<file path="config.mk">
export PLATFORM = sky130hd
export DESIGN_NAME = mul_div_unit
export DESIGN_NICKNAME = d
export VERILOG_FILES = /design/src/rtl/mul_div_unit.sv
export SDC_FILE = /design/constraint.sdc
export NUM_CORES = 1
export LEC_CHECK = 0
export CAP_MARGIN = 40
export CORE_ASPECT_RATIO = 1.5
export CORE_UTILIZATION = 35
export CTS_CLUSTER_DIAMETER = 50
export DETAILED_ROUTE_END_ITERATION = 16
export PLACE_DENSITY_LB_ADDON = 0.25
export SETUP_SLACK_MARGIN = 0.1
export SYNTH_ARGS = -nofsm -noshare
export SYNTH_HDL_FRONTEND = slang
export SYNTH_SLANG_ARGS = --single-unit
</file>
<file path="constraint.sdc">
create_clock -name clk -period 8.9 [get_ports clk]
set_input_delay 1.78 -clock clk [delete_from_list [all_inputs] [get_ports clk]]
set_output_delay 1.78 -clock clk [all_outputs]
set_load 0.05 [all_outputs]
</file>
<file path="src/rtl/mul_div_unit.sv">
// Iterative radix-2 RV32M multiply/divide unit between register-file read and write ports.
// Every operation takes DATA_WIDTH+1 cycles from the accepting edge to the done pulse.
module mul_div_unit #(
    parameter int DATA_WIDTH    = 32,
    parameter int ADDRESS_WIDTH = 5
) (
    input  logic                     clk,
    input  logic                     rst,
    input  logic                     start,
    input  logic [2:0]               funct3,
    input  logic [DATA_WIDTH-1:0]    op_a,
    input  logic [DATA_WIDTH-1:0]    op_b,
    input  logic [ADDRESS_WIDTH-1:0] rd_in,
    output logic                     busy,
    output logic                     done,
    output logic [DATA_WIDTH-1:0]    result,
    output logic [ADDRESS_WIDTH-1:0] rd_out
);

    localparam int W     = DATA_WIDTH;
    localparam int CNT_W = $clog2(DATA_WIDTH) + 1;

    typedef enum logic [1:0] {IDLE, CALC, FIN} state_t;

    state_t                   state, state_nxt;
    logic [CNT_W-1:0]         count;
    logic [2:0]               op_q;
    logic [ADDRESS_WIDTH-1:0] rd_q;
    logic                     neg_q;
    logic [W:0]               acc_hi;
    logic [W-1:0]             acc_lo;
    logic [W-1:0]             opnd;

    logic                     accept, last_iter;
    logic                     a_signed, b_signed, a_neg, b_neg, res_neg_in;
    logic signed [W-1:0]      a_sv, b_sv;
    logic [W-1:0]             mag_a, mag_b;
    logic [W:0]               mul_sum, div_shift;
    logic [W+1:0]             div_diff;
    logic [W:0]               hi_nxt;
    logic [W-1:0]             lo_nxt;
    logic [2*W-1:0]           prod_fix;
    logic [W-1:0]             quot_fix, rem_fix, fin_val;

    function automatic logic [W-1:0] cond_neg(input logic [W-1:0] v, input logic n);
        return n ? -v : v;
    endfunction

    function automatic logic [2*W-1:0] cond_neg2(input logic [2*W-1:0] v, input logic n);
        return n ? -v : v;
    endfunction

    assign accept    = start && ((state == IDLE) || (state == FIN));
    assign last_iter = (state == CALC) && (count == CNT_W'(1));

    always_ff @(posedge clk) begin
        if (!rst) state <= IDLE;
        else      state <= state_nxt;
    end

    always_comb begin
        state_nxt = state;
        busy      = 1'b0;
        done      = 1'b0;
        case (state)
            IDLE: if (start) state_nxt = CALC;
            CALC: begin
                busy = 1'b1;
                if (last_iter) state_nxt = FIN;
            end
            FIN: begin
                done      = 1'b1;
                state_nxt = start ? CALC : IDLE;
            end
            default: state_nxt = IDLE;
        endcase
    end

    // Operand decode: signedness per funct3, magnitudes and the sign the result must carry.
    assign a_sv     = op_a;
    assign b_sv     = op_b;
    assign a_signed = (funct3 != 3'b011) && (funct3 != 3'b101) && (funct3 != 3'b111);
    assign b_signed = (funct3 == 3'b000) || (funct3 == 3'b001) ||
                      (funct3 == 3'b100) || (funct3 == 3'b110);
    assign a_neg    = a_signed && (a_sv < 0);
    assign b_neg    = b_signed && (b_sv < 0);
    assign mag_a    = cond_neg(op_a, a_neg);
    assign mag_b    = cond_neg(op_b, b_neg);

    // A zero divisor keeps the quotient all ones, so the sign flip is suppressed for it.
    always_comb begin
        res_neg_in = a_neg ^ b_neg;
        if (funct3[2]) begin
            if (funct3[1]) res_neg_in = a_neg;
            else           res_neg_in = (op_b != '0) && (a_neg ^ b_neg);
        end
    end

    // One iteration: shift-add for multiply, restoring shift-subtract for divide.
    assign mul_sum   = acc_hi + (acc_lo[0] ? {1'b0, opnd} : '0);
    assign div_shift = {acc_hi[W-1:0], acc_lo[W-1]};
    assign div_diff  = {1'b0, div_shift} - {2'b00, opnd};

    always_comb begin
        if (op_q[2]) begin
            if (!div_diff[W+1]) begin
                hi_nxt = div_diff[W:0];
                lo_nxt = {acc_lo[W-2:0], 1'b1};
            end else begin
                hi_nxt = div_shift;
                lo_nxt = {acc_lo[W-2:0], 1'b0};
            end
        end else begin
            hi_nxt = {1'b0, mul_sum[W:1]};
            lo_nxt = {mul_sum[0], acc_lo[W-1:1]};
        end
    end

    assign prod_fix = cond_neg2({hi_nxt[W-1:0], lo_nxt}, neg_q);
    assign quot_fix = cond_neg(lo_nxt, neg_q);
    assign rem_fix  = cond_neg(hi_nxt[W-1:0], neg_q);

    always_comb begin
        case (op_q)
            3'b000:                fin_val = prod_fix[W-1:0];
            3'b001, 3'b010, 3'b011: fin_val = prod_fix[2*W-1:W];
            3'b100, 3'b101:        fin_val = quot_fix;
            default:               fin_val = rem_fix;
        endcase
    end

    always_ff @(posedge clk) begin
        if (!rst) begin
            count  <= '0;
            op_q   <= '0;
            rd_q   <= '0;
            neg_q  <= 1'b0;
            acc_hi <= '0;
            acc_lo <= '0;
            opnd   <= '0;
            result <= '0;
            rd_out <= '0;
        end else begin
            if (accept) begin
                op_q   <= funct3;
                rd_q   <= rd_in;
                neg_q  <= res_neg_in;
                acc_hi <= '0;
                acc_lo <= mag_a;
                opnd   <= mag_b;
                count  <= CNT_W'(DATA_WIDTH);
            end else if (state == CALC) begin
                acc_hi <= hi_nxt;
                acc_lo <= lo_nxt;
                if (count != '0) count <= count - CNT_W'(1);
            end
            if (last_iter) begin
                result <= fin_val;
                rd_out <= rd_q;
            end
        end
    end

endmodule

</file>
==> run_results.csv, run 1 <==
group,metric,value,unit
status,status,"complete, no violations",
place,io_buffers,113,
place,pre_cts_ws,3.06,ns
critical_path,cp.required,9.27,ns
timing,clock_skew,0.0104,ns
critical_path,cp_max_fo,19,
flow_run,drv_cap,0,
synth,yosys_most_used_dff,"dfxtp_1",
clock_network,clkSinkCount,151,
synth,synthArstFlopShare,0,
hold_path,min-delay-path-class,"reg -> reg",
pwr,p_comb_frac,0.407,
detailed_routing,wl_met1,20700,um
clock_network,cts_max_level,4,
clock_network,clk_latency,0.46,ns
timing,holdWs,0.455,ns
critical_path,endpoint_kind,"flop",
detailed_routing,detail-route-antenna-nets,0,
pwr,switching_share,0.413,
synth,yosys_warnings,0,
pwr,power_frac_clock,0.289,
floorplanning,rows,91,
floorplanning,fp.dieW,170,um
clock_network,cts-resized-gates,0,
synth,synth_cell_types,100,
place,placed_cells_incl_taps,2647,
timing,hold_viol,0,
synth,synth.ff_latch_count,151,
synth,netlist_area,0.0148,mm^2
detailed_routing,drc,0,
final_layout,fin_util,0.410,
timing,fin_tns_setup,0,ns
synth,synth_seq_area_share,0.204,
final_layout,drive_gt1_frac,0.0580,
pwr,power.internal,1.48,mW
final_layout,multi_input_area,0.0110,mm^2
timing,slew_viol_final,0,
floorplanning,io_pins,114,
detailed_routing,routedWlPerCell,21.0,um
place,dp_hpwl,43400,um
final_layout,syn2layout_area_growth,14.8,%
synth,synthCells,2067,
synth,syn-mean-instance-area,7.16,um^2
detailed_routing,routed-wl-met3,2210,um
timing,finalWorstSetupSlack,2.90,ns
critical_path,worst_setup_path_start_kind,"flop",
pwr,powerDensity,149,mW/mm^2
final_layout,regArea,0.00303,mm^2
final_layout,nFillCells,4374,
timing,finalCritPeriodShare,0.675,
clock_network,postCtsSetupBuffers,0,
timing,final.min_clock_period,6.01,ns
detailed_routing,wl_met2,28100,um
final_layout,stdcell_count,2680,
floorplanning,dieArea,0.0431,mm^2
floorplanning,start_util,0.357,
pwr,peakVddDrop,0.128,mV
detailed_routing,wirelength,56300,um
floorplanning,core_area,0.0414,mm^2
global_route,grt.total_usage,0.264,
detailed_routing,drtPass1Iterations,5,
critical_path,arrival,6.37,ns
timing,max_freq,167,MHz
detailed_routing,routed.top_layer,"met4",
global_route,grt_max_degree,87,
clock_network,cts.path.max_buffers,2,
floorplanning,die_height,254,um
place,globalplace.congestion,0.964,
detailed_routing,num_vias,15900,
clock_network,clk_pin_slew,0.07,ns
final_layout,diodes,0,
timing,setup_violations,0,
clock_network,cts_root_buf,"clkbuf_16",
pwr,p_sw,1.05,mW
clock_network,hold_buffers,0,
critical_path,path_class,"reg -> reg",
clock_network,cts_buffers,17,
timing,rsz0062_at_grt,"no",
pwr,power_frac_seq,0.304,
detailed_routing,drt-vias-per-instance,5.94,
global_route,antenna_found_initial,0,
global_route,grt_pass1_vias,15600,
timing,worstMarginPinSlew,0.911,ns
global_route,grt_pass1_wl,87200,um
final_layout,nets,2257,
detailed_routing,drtIter0Drc,1184,
synth,syn_nets,2215,
pwr,leakagePower,6.35,nW
timing,slew_headroom,0.393,
synth,synth-edff-count,0,
clock_network,cts_tree,"built",
global_route,gr-total-overflow,0,
final timing paths:
kind	startpoint	end	slack, ns	cells after the start
max	acc_hi[11]$_SDFFE_PP0P_	result[26]$_SDFFE_PN0P_	2.90	18
min	rd_q[0]$_SDFFE_PN0P_	rd_out[0]$_SDFFE_PN0P_	0.46	2
max reg2reg	acc_hi[11]$_SDFFE_PP0P_	result[26]$_SDFFE_PN0P_	2.90	18
min reg2reg	rd_q[0]$_SDFFE_PN0P_	rd_out[0]$_SDFFE_PN0P_	0.46	2
state kept, by name, summed over array words and instances (netlist names), 2 cells and up:
register / cells
acc_hi: 33
acc_lo: 32
count: 6
op_q: 3
opnd: 32
rd_out: 5
rd_q: 5
result: 32
state: 2
per-layer routing:
metal / track usage / up-vias
li1: - / 7675
met2: 0.472 / 497
met3: 0.0241 / 175
met4: 0.228 / 0
met1: 0.277 / 7564
met5: 0 / -
through the flow:
| step | power (mW) | cell area [um^2] |
|---|---|---|
| finish | 2.53 | 17000 |
| global route | 2.66 | 17000 |
| CTS | 2.53 | 17000 |
| detailed placement | 1.79 | 16400 |
| global placement | 1.78 | 16400 |
| floorplan | 1.48 | 14800 |
cells by family (layout without fill, tap and decap cells):
logic type	count (synthesis)	count (layout)	share of synthesized area
XOR/XNOR	165	165	0.0977
adder cells (fa/ha/maj)	73	73	0.0628
buffers and inverters	202	257	0.0534
multiplexers	41	41	0.0280
flip-flops	151	151	0.204
AND/OR/NAND/NOR	734	734	0.234
AO/OA/AOI/OAI	701	701	0.320
synthesized netlist by cell type, drive strengths merged, types with 6 or more instances:
library cell	count	area, um^2
a221oi	13	126
and2	43	269
o211a	6	60.1
nor2b	10	62.6
a2111oi	8	88.8
nor2	218	818
dfxtp	151	3020
o21a	14	105
xnor2	90	788
a21o	30	225
o22ai	12	87.6
o21ai	147	754
o31ai	35	278
a31o	8	78.8
ha	71	888
o211ai	21	158
or2	13	81.3
inv	77	289
o221ai	10	87.6
o41ai	15	146
a21oi	195	976
a22oi	6	50.1
nand4	17	113
or3	34	223
xor2	75	657
mux2i	38	380
a311oi	15	138
nand2	228	858
nand3	39	200
or4	10	75.1
clkbuf	97	365
a211oi	81	618
nor3	54	275
nand2b	20	125
buf	26	128
a31oi	18	113
o21bai	6	45.0
nor4	13	93.8
and3	12	75.1
cell type report:
cell class              count  share of cell area
inverters                  79              0.0175
flip-flops and latches    151               0.178
multi-input cells        1714               0.648
repair buffers            146              0.0813
well taps                 558              0.0411
clock buffers              18              0.0259
clock inverters            14             0.00796
cell usage in the layout, fill, tap and decap left out, types with 71 or more instances in the layout:
cell,n
xnor2_1,90
a21oi_1,195
clkdlybuf4s50_1,113
o21ai_0,140
xor2_1,75
ha_1,71
a211oi_1,79
nor2_1,218
dfxtp_1,149
inv_1,76
nand2_1,226
power by group through the flow:
stage	Sequential, mW	Combinational [mW]	Clock (mW)
after detailed placement	0.784	1.01	0
after floorplan	0.770	0.708	0
after global routing	0.774	1.12	0.769
after global placement	0.783	0.995	0
after CTS	0.768	1.01	0.748
final	0.769	1.03	0.731
worst max-delay path, stage by stage, from the launching register on:
cell	delay (ns)
dfxtp_1	0.46
ha_1	0.33
a21oi_1	0.33
o21ai_0	0.22
a221o_1	0.42
o21ai_4	0.57
nand2_2	0.44
nor2_1	0.19
a21oi_1	0.05
o21ai_0	0.41
ha_1	0.29
inv_1	0.10
nor4_2	0.63
a21oi_1	0.27
nand3b_1	0.32
o31ai_1	0.34
xnor2_1	0.18
a21oi_1	0.09
a311oi_1	0.25
No activity file was read; power rests on OpenSTA's default activity.
==> run 2: changes to the inputs <==
==> constraint.sdc (replaced) <==
create_clock -name clk -period 5.62 [get_ports clk]
set_input_delay 1.124 -clock clk [delete_from_list [all_inputs] [get_ports clk]]
set_output_delay 1.124 -clock clk [all_outputs]
set_load 0.05 [all_outputs]
==> run 2 against run 1 <==
Net effect:
- sequential power increased by 59%
- highest routed layer unchanged
- largest cell class unchanged
- clock-buffer cell count unchanged
- clock power increased by 61%
- core utilization increased by 0.78 points
- combinational power increased by 68%
==> run_results.csv, run 2 (same netlist as run 1, synthesis figures left out) <==
group,metric,value,unit
clock_network,cts_root_buf,"clkbuf_16",
place,dp_hpwl,48400,um
detailed_routing,drc,0,
detailed_routing,routedWlPerCell,22.7,um
floorplanning,core_area,0.0414,mm^2
clock_network,cts_buffers,17,
floorplanning,start_util,0.357,
clock_network,clk_latency,0.46,ns
status,status,"complete, no violations",
detailed_routing,drt-vias-per-instance,5.97,
timing,holdWs,0.451,ns
detailed_routing,drtPass1Iterations,6,
final_layout,final_common_cell,"nand2_1",
final_layout,layout_common_cells,"nand2_1 (226), nor2_1 (218), a21oi_1 (195), dfxtp_1 (149), o21ai_0 (139)",
pwr,leakagePower,6.55,nW
critical_path,crit_chain,"inv_1 -> ha_1 -> fa_1 -> nand2b_1 -> a21o_1 -> a2111oi_0 -> o21ai_0 -> o211ai_1 -> a22oi_1 -> or2_2 -> or3_4 -> o31a_1 -> xnor2_1 -> o22ai_1 -> a211oi_1 -> buf_4 -> nor3_1",
global_route,antenna_found_initial,0,
critical_path,rr_startpoint,"acc_lo[31]$_SDFFE_PN0P_",
global_route,grt_max_degree,68,
detailed_routing,num_vias,16200,
timing,hold_viol,0,
critical_path,cp_max_fo,5,
timing,clock_skew,0.0145,ns
final_layout,final_area,0.0173,mm^2
detailed_routing,drtIter0Drc,1256,
place,globalplace.congestion,1.04,
final_layout,fin_util,0.417,
flow_run,drv_cap,0,
final_layout,regArea,0.00303,mm^2
final_layout,largest_reg_flops,33,
pwr,powerDensity,239,mW/mm^2
timing,rsz0062_at_grt,"no",
timing,slew_headroom,0.363,
pwr,power.total,4.13,mW
global_route,gr-total-overflow,0,
critical_path,path_class,"reg -> reg",
clock_network,hold_buffers,0,
critical_path,rr_worst_depth,17,
place,dpl-instance-area,0.0167,mm^2
detailed_routing,detail-route-antenna-nets,0,
place,io_buffers,113,
critical_path,path_buf_inv,2,
final_layout,stdcell_count,2719,
place,pre_cts_ws,0.346,ns
clock_network,cts_max_level,4,
floorplanning,fp.dieW,170,um
timing,slew_viol_final,0,
critical_path,critical_path_depth,17,
timing,final.min_clock_period,5.36,ns
global_route,grt.total_usage,0.289,
pwr,peakVddDrop,0.149,mV
hold_path,holdPathEnd,"rd_out[1]$_SDFFE_PN0P_",
critical_path,critPathMaxStageDelay,0.78,ns
critical_path,endpoint_kind,"flop",
hold_path,min_path_cells,2,
floorplanning,io_pins,114,
critical_path,cp.required,5.95,ns
detailed_routing,wirelength,61800,um
final_layout,nets,2296,
timing,worstMarginPinSlew,0.952,ns
timing,fin_tns_setup,0,ns
floorplanning,dieArea,0.0431,mm^2
global_route,grt_pass1_wl,93500,um
critical_path,worst_setup_path_start_kind,"flop",
clock_network,clk_pin_slew,0.07,ns
clock_network,cts.path.max_buffers,2,
floorplanning,rows,91,
critical_path,arrival,5.69,ns
critical_path,path_delay_family,"compound AO/OA/AOI/OAI gates",
final_layout,largest_register,"acc_hi",
timing,setup_violations,0,
hold_path,hp-start,"rd_q[1]$_SDFFE_PN0P_",
final_layout,multi_input_area,0.0110,mm^2
place,placed_cells_incl_taps,2687,
hold_path,min-delay-path-class,"reg -> reg",
final_layout,nFillCells,4360,
timing,finalWorstSetupSlack,0.263,ns
critical_path,rrSetupSlack,0.26,ns
floorplanning,die_height,254,um
final_layout,syn2layout_area_growth,17.0,%
global_route,grt_pass1_vias,15800,
clock_network,cts_tree,"built",
clock_network,clkSinkCount,151,
final_layout,drive_gt1_frac,0.0764,
final_layout,diodes,0,
critical_path,r2r_end,"result[15]$_SDFFE_PN0P_",
critical_path,slowest_stage,"a2111oi_0",
timing,max_freq,187,MHz
timing,finalCritPeriodShare,0.953,
## run 2: cell types whose count changed in the layout (fill, tap and decap cells not counted), moves of 2 or more
cell / delta
buf_4: +41
a2111oi_0: -2
buf_1: -2
a2111oi_1: +2
## run 2: worst max-delay path by stage
stage | slack [ns] | endpoint | from
global route | 0.10 | result[15]$_SDFFE_PN0P_ | acc_lo[31]$_SDFFE_PN0P_
finish | 0.26 | result[15]$_SDFFE_PN0P_ | acc_lo[31]$_SDFFE_PN0P_
floorplan | 0.22 | result[28]$_SDFFE_PN0P_ | op_q[2]$_SDFFE_PN0P_
global placement | 0.41 | result[4]$_SDFFE_PN0P_ | opnd[8]$_SDFFE_PN0P_
CTS | 0.31 | result[4]$_SDFFE_PN0P_ | acc_hi[7]$_SDFFE_PP0P_
detailed placement | 0.35 | result[4]$_SDFFE_PN0P_ | acc_hi[7]$_SDFFE_PP0P_
## run 2: what timing repair did
action / CTS / global route
buffers inserted: 0 / 0
resized for setup: 0 / 5
setup endpoints to repair: 0 / 9
## run 2: worst min-delay path: stages, from the launching register on
cell and delay (ns):
dfxtp_1 0.31, nand2_1 0.05, a21oi_1 0.05
## run 2: cell type report
| type | instances | area share |
|---|---|---|
| Clock buffer | 18 | 0.0248 |
| Clock inverter | 14 | 0.00817 |
| Inverter | 79 | 0.0171 |
| Multi-Input combinational cell | 1714 | 0.636 |
| Sequential cell | 151 | 0.175 |
| Tap cell | 558 | 0.0404 |
| Timing Repair Buffer | 185 | 0.0981 |
## run 2: layer usage
metal | up-vias | wire length (um) | track usage
met4 | 0 | 5660 | 0.248
met1 | 7670 | 22000 | 0.295
met3 | 222 | 2870 | 0.0357
met5 | - | 0 | 0
li1 | 7746 | - | -
met2 | 607 | 31200 | 0.520
## run 2: where the power goes
part / internal [mW] / switching (mW) / total [mW]
sequential: 1.14 / 0.0862 / 1.22
combinational: 0.620 / 1.11 / 1.73
clock: 0.624 / 0.556 / 1.18
total: 2.38 / 1.75 / 4.13
==> run 3: changes to the inputs <==
--- a/config.mk
+++ b/config.mk
@@ -7,11 +7,12 @@
 export LEC_CHECK = 0
 export CAP_MARGIN = 40
 export CORE_ASPECT_RATIO = 1.5
-export CORE_UTILIZATION = 35
+export CORE_UTILIZATION = 55
 export CTS_CLUSTER_DIAMETER = 50
 export DETAILED_ROUTE_END_ITERATION = 16
 export PLACE_DENSITY_LB_ADDON = 0.25
 export SETUP_SLACK_MARGIN = 0.1
+export SKIP_CTS_REPAIR_TIMING = 1
 export SYNTH_ARGS = -nofsm -noshare
 export SYNTH_HDL_FRONTEND = slang
 export SYNTH_SLANG_ARGS = --single-unit
==> run 3 against run 2 <==
Net effect:
- largest cell class unchanged
- critical endpoint is now result[28]$_SDFFE_PN0P_
- combinational power barely moved
- cell count fell by 7.3%
- core utilization rose by 23 points
- clock-buffer cell count fell by 1
- largest power group unchanged
- total power fell by 0.35%
- non-clock buffer count rose by 23
==> run_results.csv, run 3 (same netlist as run 1, synthesis figures left out) <==
group,metric,value,unit
timing,fin_tns_setup,0,ns
critical_path,critPathMaxStageDelay,0.52,ns
critical_path,rrSetupSlack,0.29,ns
global_route,grt_max_degree,86,
timing,rsz0062_at_grt,"yes",
clock_network,clkSinkCount,151,
critical_path,crit_chain,"and2_1 -> ha_1 -> fa_1 -> a21o_1 -> a221oi_2 -> o21ai_0 -> a21oi_1 -> or2_2 -> xnor2_1 -> o32a_1 -> a211oi_2 -> or4b_1 -> o41ai_2 -> xnor2_1 -> o221ai_1 -> a32o_1",
critical_path,rr_startpoint,"acc_lo[0]$_SDFFE_PN0P_",
global_route,met1_usage,0.442,
clock_network,clk_latency,0.46,ns
floorplanning,fp.dieW,136,um
clock_network,cts_buffers,17,
global_route,gr-usage-met3,0.0956,
global_route,grt_pass1_vias,16000,
timing,holdWs,0.452,ns
final_layout,nets,2319,
critical_path,path_class,"reg -> reg",
timing,final.min_clock_period,5.33,ns
detailed_routing,drtPass1Iterations,7,
floorplanning,rows,73,
hold_path,hp-start,"rd_q[4]$_SDFFE_PN0P_",
status,status,"complete, no violations",
timing,worstMarginPinSlew,0.926,ns
hold_path,holdPathEnd,"rd_out[4]$_SDFFE_PN0P_",
critical_path,worst_setup_path_start_kind,"flop",
timing,slew_headroom,0.379,
timing,setup_violations,0,
critical_path,r2r_end,"result[28]$_SDFFE_PN0P_",
hold_path,min_path_cells,2,
critical_path,rr_worst_depth,16,
global_route,gr-total-overflow,0,
critical_path,cp.required,5.97,ns
final_layout,largest_register,"acc_hi",
global_route,top_usage_layer,"met2",
final_layout,final_common_cell,"nand2_1",
place,globalplace.congestion,1.09,
hold_path,min-delay-path-class,"reg -> reg",
timing,clock_skew,0.0130,ns
floorplanning,io_pins,114,
pwr,peakVddDrop,0.246,mV
floorplanning,dieArea,0.0276,mm^2
floorplanning,start_util,0.558,
flow_run,drv_cap,0,
clock_network,cts.path.max_buffers,2,
clock_network,cts_tree,"built",
timing,slew_viol_final,0,
clock_network,cts_max_level,4,
detailed_routing,routedWlPerCell,22.9,um
timing,hold_viol,0,
final_layout,diodes,0,
detailed_routing,detail-route-antenna-nets,0,
critical_path,endpoint_kind,"flop",
timing,finalCritPeriodShare,0.949,
global_route,gr-usage-met2,0.696,
critical_path,cp_max_fo,22,
pwr,leakagePower,6.68,nW
place,dpl-instance-area,0.0166,mm^2
final_layout,drive_gt1_frac,0.0879,
final_layout,largest_reg_flops,33,
critical_path,arrival,5.69,ns
final_layout,syn2layout_area_growth,16.3,%
detailed_routing,drtIter0Drc,1645,
detailed_routing,num_vias,16800,
detailed_routing,drc,0,
critical_path,cpMostUsedCell,"xnor2_1",
clock_network,clk_pin_slew,0.07,ns
detailed_routing,wirelength,57800,um
place,io_buffers,113,
clock_network,cts_root_buf,"clkbuf_16",
final_layout,final_area,0.0172,mm^2
global_route,grt_pass1_wl,89000,um
timing,max_freq,188,MHz
pwr,powerDensity,239,mW/mm^2
floorplanning,core_area,0.0265,mm^2
final_layout,fin_util,0.649,
floorplanning,die_height,203,um
global_route,grt.total_usage,0.426,
critical_path,slowest_stage,"dfxtp_1",
place,dp_hpwl,44100,um
final_layout,layout_common_cells,"nand2_1 (226), nor2_1 (218), a21oi_1 (193), dfxtp_1 (148), o21ai_0 (140)",
detailed_routing,drt-vias-per-instance,6.68,
global_route,antenna_found_initial,4,
==> run 3: cell types whose count changed in the layout (fill, tap and decap cells not counted), sizes merged <==
cell	delta
buf	+23
bufinv	-1
clkbuf	-1
clkinv	+5
clkinvlp	-2
inv	-1
==> run 3: how the worst max path moves through the flow <==
stage	start	end	slack, ns	cells after the start
final	acc_lo[0]$_SDFFE_PN0P_	result[28]$_SDFFE_PN0P_	0.29	16
after global placement	acc_lo[0]$_SDFFE_PN0P_	result[28]$_SDFFE_PN0P_	0.53	16
after floorplan	op_q[2]$_SDFFE_PN0P_	result[28]$_SDFFE_PN0P_	0.22	19
after global routing	acc_lo[0]$_SDFFE_PN0P_	result[29]$_SDFFE_PN0P_	0.14	15
after detailed placement	acc_lo[0]$_SDFFE_PN0P_	result[28]$_SDFFE_PN0P_	0.39	16
after CTS	acc_lo[0]$_SDFFE_PN0P_	result[28]$_SDFFE_PN0P_	0.35	16
==> run 3: through the flow <==
stage	cells	worst slack [ns]	power [mW]
after floorplan	2067	0.221	2.34
after global placement	2485	0.528	2.90
after detailed placement	2489	0.389	2.92
after CTS	2521	0.346	4.06
after global routing	2521	0.141	4.29
final	2521	0.288	4.12
==> run 3: metal layers <==
| layer | share of wire | up-vias |
|---|---|---|
| li1 | - | 7803 |
| met1 | 0.34 | 7812 |
| met2 | 0.47 | 902 |
| met3 | 0.078 | 314 |
| met4 | 0.11 | 8 |
| met5 | 0.0011 | - |
==> run 3: where the power goes <==
part / internal [mW] / switching (mW)
registers: 1.14 / 0.0935
clock network: 0.583 / 0.556
logic: 0.653 / 1.10
==> run 3: layout make-up <==
| cell class | count | area (um^2) |
|---|---|---|
| clock inverters | 15 | 138 |
| fillers | 2503 | 9290 |
| clock buffers | 17 | 425 |
| multi-input cells | 1714 | 11000 |
| well taps | 337 | 422 |
| inverters | 79 | 297 |
| repair buffers | 208 | 1870 |
| flip-flops and latches | 151 | 3030 |
==> run 3: worst max-delay path: cells and delay by family (launching register included) <==
family                   cells  cell delay (ns)
AND/OR/NAND/NOR              3             0.97
AO/OA/AOI/OAI                9             2.82
adder cells (fa/ha/maj)      2             0.65
XOR/XNOR                     2             0.26
flip-flops                   1             0.52
